==> src/rtl/rns_ct_stream_alu.sv <==
// Streaming RNS ciphertext ALU: element-wise modular add/sub/plaintext-add/negate
// over LANES residues per beat, two-stage pipeline with valid/ready backpressure.
module rns_ct_stream_alu #(
  parameter int unsigned W        = 32,
  parameter int unsigned NCOEFF   = 4,
  parameter int unsigned NPRIMES  = 2,
  parameter int unsigned LANES    = 2,
  localparam int unsigned CW      = (NCOEFF  > 1) ? $clog2(NCOEFF)  : 1,
  localparam int unsigned PW      = (NPRIMES > 1) ? $clog2(NPRIMES) : 1
) (
  input  logic                 clk,
  input  logic                 reset,
  input  logic                 start,
  input  logic [1:0]           mode,
  input  logic [NPRIMES*W-1:0] prime_q,
  input  logic [NPRIMES*W-1:0] delta,
  input  logic                 in_valid,
  output logic                 in_ready,
  input  logic [LANES*W-1:0]   in_a1,
  input  logic [LANES*W-1:0]   in_b1,
  input  logic [LANES*W-1:0]   in_a2,
  input  logic [LANES*W-1:0]   in_b2,
  output logic                 out_valid,
  input  logic                 out_ready,
  output logic [LANES*W-1:0]   out_a,
  output logic [LANES*W-1:0]   out_b,
  output logic [CW-1:0]        out_coeff,
  output logic [PW-1:0]        out_prime_base,
  output logic                 out_last,
  output logic                 busy,
  output logic                 done
);
  typedef enum logic [1:0] {S_IDLE, S_RUN, S_DRAIN, S_DONE} state_e;
  typedef enum logic [1:0] {M_ADD, M_SUB, M_PT_ADD, M_NEG} mode_e;

  function automatic logic [W-1:0] residue(input logic [NPRIMES*W-1:0] v,
                                           input logic [PW-1:0] base,
                                           input int unsigned lane);
    int unsigned idx;
    idx = 32'(base) + lane;
    return v[idx*W +: W];
  endfunction

  // Stage-1 raw value in W+1 bits; for SUB bit W is the borrow.
  function automatic logic [W:0] raw_op(input mode_e m, input logic [W-1:0] x,
                                        input logic [W-1:0] y, input logic [W-1:0] q,
                                        input logic [W-1:0] d, input logic is_b);
    logic [W:0] r;
    unique case (m)
      M_ADD:    r = {1'b0, x} + {1'b0, y};
      M_SUB:    r = {1'b0, x} - {1'b0, y};
      M_PT_ADD: r = is_b ? ({1'b0, x} + {1'b0, d}) : {1'b0, x};
      default:  r = (x == '0) ? '0 : ({1'b0, q} - {1'b0, x});
    endcase
    return r;
  endfunction

  function automatic logic [W-1:0] reduce(input mode_e m, input logic [W:0] raw,
                                          input logic [W-1:0] q);
    logic [W-1:0] r;
    if (m == M_SUB) r = raw[W] ? (raw[W-1:0] + q) : raw[W-1:0];
    else            r = (raw >= {1'b0, q}) ? W'(raw - {1'b0, q}) : raw[W-1:0];
    return r;
  endfunction

  state_e                 state_q, state_d;
  mode_e                  mode_q, mode_d;
  logic [CW-1:0]          coeff_q, coeff_d;
  logic [PW-1:0]          pbase_q, pbase_d;
  logic                   busy_q, busy_d;
  logic                   done_q, done_d;

  logic                   s1_valid_q, s1_valid_d;
  logic [LANES*(W+1)-1:0] s1_a_q, s1_a_d, s1_b_q, s1_b_d;
  logic [CW-1:0]          s1_coeff_q, s1_coeff_d;
  logic [PW-1:0]          s1_pbase_q, s1_pbase_d;
  logic                   s1_last_q, s1_last_d;

  logic                   out_valid_q, out_valid_d;
  logic [LANES*W-1:0]     out_a_q, out_a_d, out_b_q, out_b_d;
  logic [CW-1:0]          out_coeff_q, out_coeff_d;
  logic [PW-1:0]          out_pbase_q, out_pbase_d;
  logic                   out_last_q, out_last_d;

  logic                   stall, accept, in_last;

  always_comb begin
    state_d     = state_q;
    mode_d      = mode_q;
    coeff_d     = coeff_q;
    pbase_d     = pbase_q;
    busy_d      = busy_q;
    done_d      = 1'b0;
    s1_valid_d  = s1_valid_q;
    s1_a_d      = s1_a_q;
    s1_b_d      = s1_b_q;
    s1_coeff_d  = s1_coeff_q;
    s1_pbase_d  = s1_pbase_q;
    s1_last_d   = s1_last_q;
    out_valid_d = out_valid_q;
    out_a_d     = out_a_q;
    out_b_d     = out_b_q;
    out_coeff_d = out_coeff_q;
    out_pbase_d = out_pbase_q;
    out_last_d  = out_last_q;

    stall    = out_valid_q && !out_ready;
    in_ready = (state_q == S_RUN) && !stall;
    accept   = in_valid && in_ready;
    in_last  = (coeff_q == CW'(NCOEFF - 1)) && (pbase_q == PW'(NPRIMES - LANES));

    unique case (state_q)
      S_IDLE: if (start) begin
        state_d = S_RUN;
        mode_d  = mode_e'(mode);
        coeff_d = '0;
        pbase_d = '0;
        busy_d  = 1'b1;
      end
      S_RUN:   if (accept && in_last) state_d = S_DRAIN;
      S_DRAIN: if (out_valid_q && out_ready && out_last_q) begin
        state_d = S_DONE;
        done_d  = 1'b1;
      end
      default: begin
        state_d = S_IDLE;
        busy_d  = 1'b0;
      end
    endcase

    if (accept) begin
      if (32'(pbase_q) + LANES >= NPRIMES) begin
        pbase_d = '0;
        coeff_d = (coeff_q == CW'(NCOEFF - 1)) ? '0 : coeff_q + 1'b1;
      end else begin
        pbase_d = pbase_q + PW'(LANES);
      end
      for (int unsigned k = 0; k < LANES; k++) begin
        s1_a_d[k*(W+1) +: W+1] = raw_op(mode_q, in_a1[k*W +: W], in_a2[k*W +: W],
                                        residue(prime_q, pbase_q, k),
                                        residue(delta, pbase_q, k), 1'b0);
        s1_b_d[k*(W+1) +: W+1] = raw_op(mode_q, in_b1[k*W +: W], in_b2[k*W +: W],
                                        residue(prime_q, pbase_q, k),
                                        residue(delta, pbase_q, k), 1'b1);
      end
      s1_coeff_d = coeff_q;
      s1_pbase_d = pbase_q;
      s1_last_d  = in_last;
    end

    // A stalled output freezes both stages; in_ready is already low then.
    if (!stall) begin
      s1_valid_d  = accept;
      out_valid_d = s1_valid_q;
      if (s1_valid_q) begin
        for (int unsigned k = 0; k < LANES; k++) begin
          out_a_d[k*W +: W] = reduce(mode_q, s1_a_q[k*(W+1) +: W+1],
                                     residue(prime_q, s1_pbase_q, k));
          out_b_d[k*W +: W] = reduce(mode_q, s1_b_q[k*(W+1) +: W+1],
                                     residue(prime_q, s1_pbase_q, k));
        end
        out_coeff_d = s1_coeff_q;
        out_pbase_d = s1_pbase_q;
        out_last_d  = s1_last_q;
      end
    end
  end

  always_ff @(posedge clk or negedge reset) begin
    if (!reset) begin
      state_q     <= S_IDLE;
      mode_q      <= M_ADD;
      coeff_q     <= '0;
      pbase_q     <= '0;
      busy_q      <= 1'b0;
      done_q      <= 1'b0;
      s1_valid_q  <= 1'b0;
      s1_a_q      <= '0;
      s1_b_q      <= '0;
      s1_coeff_q  <= '0;
      s1_pbase_q  <= '0;
      s1_last_q   <= 1'b0;
      out_valid_q <= 1'b0;
      out_a_q     <= '0;
      out_b_q     <= '0;
      out_coeff_q <= '0;
      out_pbase_q <= '0;
      out_last_q  <= 1'b0;
    end else begin
      state_q     <= state_d;
      mode_q      <= mode_d;
      coeff_q     <= coeff_d;
      pbase_q     <= pbase_d;
      busy_q      <= busy_d;
      done_q      <= done_d;
      s1_valid_q  <= s1_valid_d;
      s1_a_q      <= s1_a_d;
      s1_b_q      <= s1_b_d;
      s1_coeff_q  <= s1_coeff_d;
      s1_pbase_q  <= s1_pbase_d;
      s1_last_q   <= s1_last_d;
      out_valid_q <= out_valid_d;
      out_a_q     <= out_a_d;
      out_b_q     <= out_b_d;
      out_coeff_q <= out_coeff_d;
      out_pbase_q <= out_pbase_d;
      out_last_q  <= out_last_d;
    end
  end

  assign out_valid      = out_valid_q;
  assign out_a          = out_a_q;
  assign out_b          = out_b_q;
  assign out_coeff      = out_coeff_q;
  assign out_prime_base = out_pbase_q;
  assign out_last       = out_last_q;
  assign busy           = busy_q;
  assign done           = done_q;

endmodule
==> config.mk <==
export PLATFORM = sky130hd
export DESIGN_NAME = rns_ct_stream_alu
export DESIGN_NICKNAME = d
export VERILOG_FILES = /design/src/rtl/rns_ct_stream_alu.sv
export SDC_FILE = /design/constraint.sdc
export NUM_CORES = 2
export LEC_CHECK = 0
export BUFFER_PORTS_ARGS = -buffer_cell sky130_fd_sc_hd__clkbuf_2
export CAP_MARGIN = 20
export CORE_MARGIN = 2
export CORE_UTILIZATION = 62
export DETAILED_ROUTE_END_ITERATION = 10
export PLACE_DENSITY = 0.84
export SETUP_SLACK_MARGIN = 0.15
export SYNTH_ARGS = -nofsm -noshare
export SYNTH_HDL_FRONTEND = slang
export SYNTH_SLANG_ARGS = --single-unit
==> constraint.sdc <==
create_clock -name clk -period 5.67 [get_ports clk]
set_input_delay 0.567 -clock clk [delete_from_list [all_inputs] [get_ports clk]]
set_output_delay 0.567 -clock clk [all_outputs]
set_load 0.02 [all_outputs]
Word-level counts from Yosys, hierarchy flattened
Cells that the tools add are included.
{"block": "totals", "reg_bits": 279, "out_inout_bits": 136, "word_cells": 127}
{"block": "op_classes", "bitwise_logic": 3, "n_lt_le_gt_ge": 5, "reduce_logical": 23, "mux": 37, "shift": 6, "eq_ne": 9, "n_addsub": 26}
{"cell": "33-bit case mux with 3 select lines", "n": 4}
{"cell": "32-bit 2-to-1 mux", "n": 12}
{"cell": "32-bit by 32-bit subtractor with 33-bit output", "n": 8}
{"cell": "32-bit by 32-bit adder with 33-bit output", "n": 6}
{"cell": "64-bit by 7-bit indexed part select with 32-bit output", "n": 3}
{"cell": "33-bit by 32-bit greater-or-equal comparator with 1-bit output", "n": 4}
{"cell": "33-bit 2-to-1 mux", "n": 4}
{"cell": "32-bit adder", "n": 4}
{"cell": "32-bit zero test", "n": 4}
{"cell": "64-bit by 8-bit indexed part select with 32-bit output", "n": 2}
{"cell": "32-bit subtractor", "n": 4}
{"cell": "64-bit by 33-bit indexed part select with 32-bit output", "n": 1}
{"cell": "2-bit 2-to-1 mux", "n": 8}
{"cell": "1-bit logical AND", "n": 7}
{"cell": "1-bit 2-to-1 mux", "n": 7}
{"cell": "2-bit equality test (second input constant)", "n": 3}
{"cell": "2-bit case mux with 3 select lines", "n": 1}
{"cell": "2-bit AND reduction", "n": 3}
{"cell": "3-bit AND reduction", "n": 2}
{"cell": "1-bit by 1-bit adder with 2-bit output (second input constant)", "n": 2}
{"cell": "2-bit by 1-bit equality test with 1-bit output (second input constant)", "n": 2}
{"cell": "2-bit zero test", "n": 2}
{"cell": "2-bit by 1-bit != test with 1-bit output (second input constant)", "n": 2}
{"cell": "2-bit != test (second input constant)", "n": 2}
{"cell": "8 further kinds", "n": 12}

Longest topological paths before layout
{"block": "depth", "word_depth": 8, "mapped_depth": 23}

Worst setup path before layout
OpenSTA, ideal clock, no wires.
{"block": "synth_path", "path_kind": "input -> register", "from": "input port in_b2[11]", "to": "register s1_b_q[31]", "path_slack_ns": 0.868, "stages": 18, "required_ns": 5.539, "arrival_ns": 4.671, "path_buffers": 1, "cell_sequence": "or3_1 -> or4_1 -> or4_1 -> nor2_1 -> and2_1 -> clkbuf_1 -> nor2b_1 -> nor3b_1 -> a21oi_1 -> o221ai_1 -> ha_1 -> a21o_1 -> a221oi_1 -> nand3_1 -> a311o_1 -> a21oi_1 -> xor2_1 -> o211ai_1"}
{"block": "synth_via", "elab_chain_len": 2, "word_cells_on_any_way": 3}
{"item": "from (decl)", "line_no": "22", "source": "input logic [LANES*W-1:0] in_b2,"}
{"item": "32-bit by 32-bit subtractor with 33-bit output or 32-bit by 32-bit adder with 33-bit output (tied branches)", "line_no": "51, 50"}
{"item": "33-bit case mux with 3 select lines *", "line_no": "49", "source": "unique case (m)"}
{"item": "to (signal assigned)", "line_no": "179", "source": "s1_b_q <= '0;"}
{"item": "to (signal assigned)", "line_no": "198", "source": "s1_b_q <= s1_b_d;"}
{"item": "to (decl)", "line_no": "74", "source": "logic [LANES*(W+1)-1:0] s1_a_q, s1_a_d, s1_b_q, s1_b_d;"}
Every way passes the cells marked *; elsewhere a longest branch is shown, timed or not.
A chain may end at the register's enable or synchronous reset.

Worst setup path after layout
{"block": "layout_path", "from": "register mode_q[0]", "to": "register s1_b_q[30]"}
{"block": "layout_via", "elab_chain_len": 2, "word_cells_on_any_way": 4}
{"item": "from (decl)", "line_no": "67", "source": "mode_e mode_q, mode_d;"}
{"item": "from (signal assigned)", "line_no": "191", "source": "mode_q <= mode_d;"}
{"item": "2-bit equality test, or another cell as far along", "line_no": "49"}
{"item": "33-bit case mux with 3 select lines *", "line_no": "49"}
Marked as above.

==> results_dict.tcl <==
set metrics [dict create \
    synthMuxAreaShare 0.0117 \
    grt_pass1_vias 43900 \
    max_clock_freq_ghz 0.192 \
    ctsHtreeMaxLevel 2 \
    portBuffers 525 \
    yosys_warnings 0 \
    syn_avg_cell_area_sq_um 7.24 \
    ant_nets 0 \
    globalRouteMet2Util 0.606 \
    final_cell_mix "645 x sky130_fd_sc_hd__a21oi_1, 524 x sky130_fd_sc_hd__clkbuf_2, 518 x sky130_fd_sc_hd__ha_1, 514 x sky130_fd_sc_hd__nor2_1, 511 x sky130_fd_sc_hd__o21ai_0" \
    final_core_utilization 0.690 \
    synth_top_family_by_area "compound AO/OA/AOI/OAI gates" \
    post_drt_wl_per_cell_um 23.2 \
    hp-class "in2async" \
    final.period_utilization 0.920 \
    first_pass_iters 7 \
    synth_flop_cell "sky130_fd_sc_hd__dfrtp_1" \
    synth_xor_xnor_area_share 0.0935 \
    period_minus_slack_ps 5210 \
    synth.cell_area_sq_um 44400 \
    worstSkewPairLatency_ps 570 \
    clk_path_buf_depth 3 \
    synthAdderAreaFrac 0.154 \
    post_dp_cell_area_sq_um 47700 \
    grtUsageTotal 0.448 \
    grt_start_max_net_pins 136 \
    timing.final.max_slew_violations 0 \
    wirelength_um 174000 \
    total_grt_overflow 0 \
    postLayoutCellArea_sq_um 49000 \
    ctsHoldBuffers 0 \
    layout.cells.most_common "sky130_fd_sc_hd__a21oi_1" \
    setup_viol_count_final 0 \
    numCtsBuffers 37 \
    die-width_um 272 \
    worstPathCellList "inv_1 > ha_4 > buf_4 > nor3b_1 > a21oi_1 > o21ai_0 > ha_1 > nor2b_1 > o31a_1 > nor4_1 > o41ai_2 > o221ai_1 > a21oi_1 > a311oi_1 > nand3_1 > o31ai_1 > o21ai_0 > nand3_1" \
    worstPathMaxFanout 43 \
    slew_headroom 0.195 \
    peak_supply_drop_mv 0.608 \
    clock-skew-final_ps 29.9 \
    cp.required_ps 6160 \
    cp.arrival_ps 5710 \
    synth_compound_area_frac 0.323 \
    grt_use_met1 0.653 \
    ctsRootBufferMaster "sky130_fd_sc_hd__clkbuf_16" \
    detailed_place_hpwl_um 141000 \
    grt-busiest-layer "met1" \
    remaining_drc_errors 0 \
    cellPowerDensity_nw_per_um2 610 \
    post_synth_and_or_nand_nor_area_fraction 0.198 \
    vertical_die_dimension_um 272 \
    cpPeakStageDelay_ps 600 \
    worst_slack_on_hold_paths_ps 14.7 \
    finalHoldViolations 0 \
    floorplan.initialDensity 0.624 \
    max_cap_viol_count 0 \
    grt_setup_unrepaired "false" \
    start_kind "flip-flop" \
    accumulated_negative_setup_slack_ps 0 \
    area_growth_pct 10.5 \
    globalRouteMet3Util 0.147 \
    total_power_mw 29.9 \
    first_pass_grt_wire_length_um 257000 \
    ys_ff_latch 276 \
    design.final.nets 7392 \
    asyncSetResetFlopFracSynth 1.00 \
    criticalPathCategory "reg2reg" \
    ios 527 \
    synth.yosys.seq_area_share 0.156 \
    layout-drive-gt1-share 0.115 \
    dieArea_sq_um 73700 \
    cts.reportedPaths.clkPinSlew_ps 60 \
    grt_antenna_before_repair 44 \
    cts_tree "yes" \
    row_count 98 \
    sort_of_element_at_the_end_of_the_critical_path "flip-flop" \
    globalplace.congestion 1.08 \
    via_count_of_the_routed_design 49500 \
    worst_path_max_delay_cell "sky130_fd_sc_hd__a311oi_1" \
    vias_per_cell 6.62 \
    clock-sinks 276 \
    core-area_sq_um 71100 \
    power.leakage_nw 23.0 \
    synthesis.instances 6134 \
    drt-initial-drc-count 6161 \
    status "finished clean" \
    slew_at_the_pin_closest_to_its_max_slew_limit_ps 1210 \
    yosys.cell_types.count 92 \
    post_syn_nets 7061 \
    synth_enable_flop_cells 0 \
]
-- per-layer routing --
layer  up-vias  wire, um
li1      23000         -
met1     22800     71900
met2      3250     66600
met3       357     28200
met4        14      6920
met5         -       116
-- sequential cells by signal, summed over array words and instances, names as in the netlist --
name and cells:
busy 1, s1_a_q 66, state_q 2, out_coeff 2
out_a 64, coeff_q 2, out_valid 1, s1_valid_q 1
s1_last_q 1, mode_q 2, out_last 1, s1_b_q 66
out_b 64, s1_coeff_q 2, done 1
-- report_power, final --
group	total (mW)	leakage (nW)	switching [mW]	internal, mW
Sequential	4.35	3.41	1.48	2.87
Combinational	23.1	19.0	14.3	8.82
Clock	2.46	0.600	1.02	1.44
-- what timing repair did --
item / 4_1_cts / 5_1_grt
endpoints found under the setup margin: 0 / 3
resized for setup: 0 / 3
buffers inserted: 0 / 0
-- cell type report --
type | count | area [sq um]
diodes | 35 | 87.6
clock buffers | 45 | 986
clock inverters | 20 | 255
fillers | 6241 | 22100
inverters | 436 | 1640
multi-input cells | 5114 | 34700
flip-flops and latches | 276 | 6910
well taps | 950 | 1190
repair buffers | 600 | 3250
-- cell usage after synthesis (all sizes together), types with 42 or more instances --
| master | instances | area, sq um |
|---|---|---|
| xor2 | 126 | 1100 |
| nor2 | 517 | 1940 |
| nand4 | 61 | 382 |
| nor2b | 132 | 826 |
| a221oi | 42 | 368 |
| nor3b | 53 | 408 |
| o21a | 57 | 428 |
| a21oi | 646 | 3230 |
| xnor2 | 348 | 3050 |
| nand2 | 494 | 1850 |
| o211ai | 62 | 465 |
| a211oi | 97 | 743 |
| ha | 520 | 6510 |
| inv | 435 | 1630 |
| clkbuf | 263 | 987 |
| nor3 | 119 | 601 |
| and3 | 56 | 350 |
| nor4 | 72 | 457 |
| o31ai | 56 | 425 |
| nand2b | 80 | 500 |
| o21ai | 519 | 2600 |
| a31oi | 88 | 551 |
| a22oi | 48 | 360 |
| o21bai | 77 | 578 |
| a21o | 209 | 1570 |
| buf | 45 | 235 |
| dfrtp | 276 | 6910 |
| nand3 | 95 | 475 |
-- path summary, 6_finish.rpt --
| kind | from | end | slack [ps] | cells past startpoint |
|---|---|---|---|---|
| worst max register to register | mode_q[0] | s1_b_q[30] | 460 | 18 |
| min in group clk | mode[1] | mode_q[1] | 240 | 2 |
| worst min-delay path | reset | out_b[3] | 10 | 1 |
| max in group asynchronous | reset | out_a[14] | 4380 | 2 |
| worst min register to register | out_a[50] | out_a[50] | 470 | 1 |
| worst max-delay path | mode_q[0] | s1_b_q[30] | 460 | 18 |
-- stage by stage --
step / setup WS, ps / cells
finish: 456 / 7476
global route: 210 / 7472
CTS: 495 / 7441
detailed placement: 442 / 7376
global placement: 502 / 7376
floorplan: 868 / 6134
-- cells by family after synthesis --
group	Yosys count
buffers and inverters	744
xor gates and xnor gates	474
and+or+nand+nor	1820
other	1
DFF	276
adders and majority gates	536
muxes	50
AOI/OAI and AO/OA	2233
-- worst max-delay path, delay by kind of cell, from the launching register on --
kind | cells | cell delay, ps
flip-flops | 1 | 430
adder cells (fa/ha/maj) | 2 | 850
buffers and inverters | 2 | 540
AO/OA/AOI/OAI | 9 | 2150
AND/OR/NAND/NOR | 5 | 1140
No activity file was read; power rests on OpenSTA's default activity.
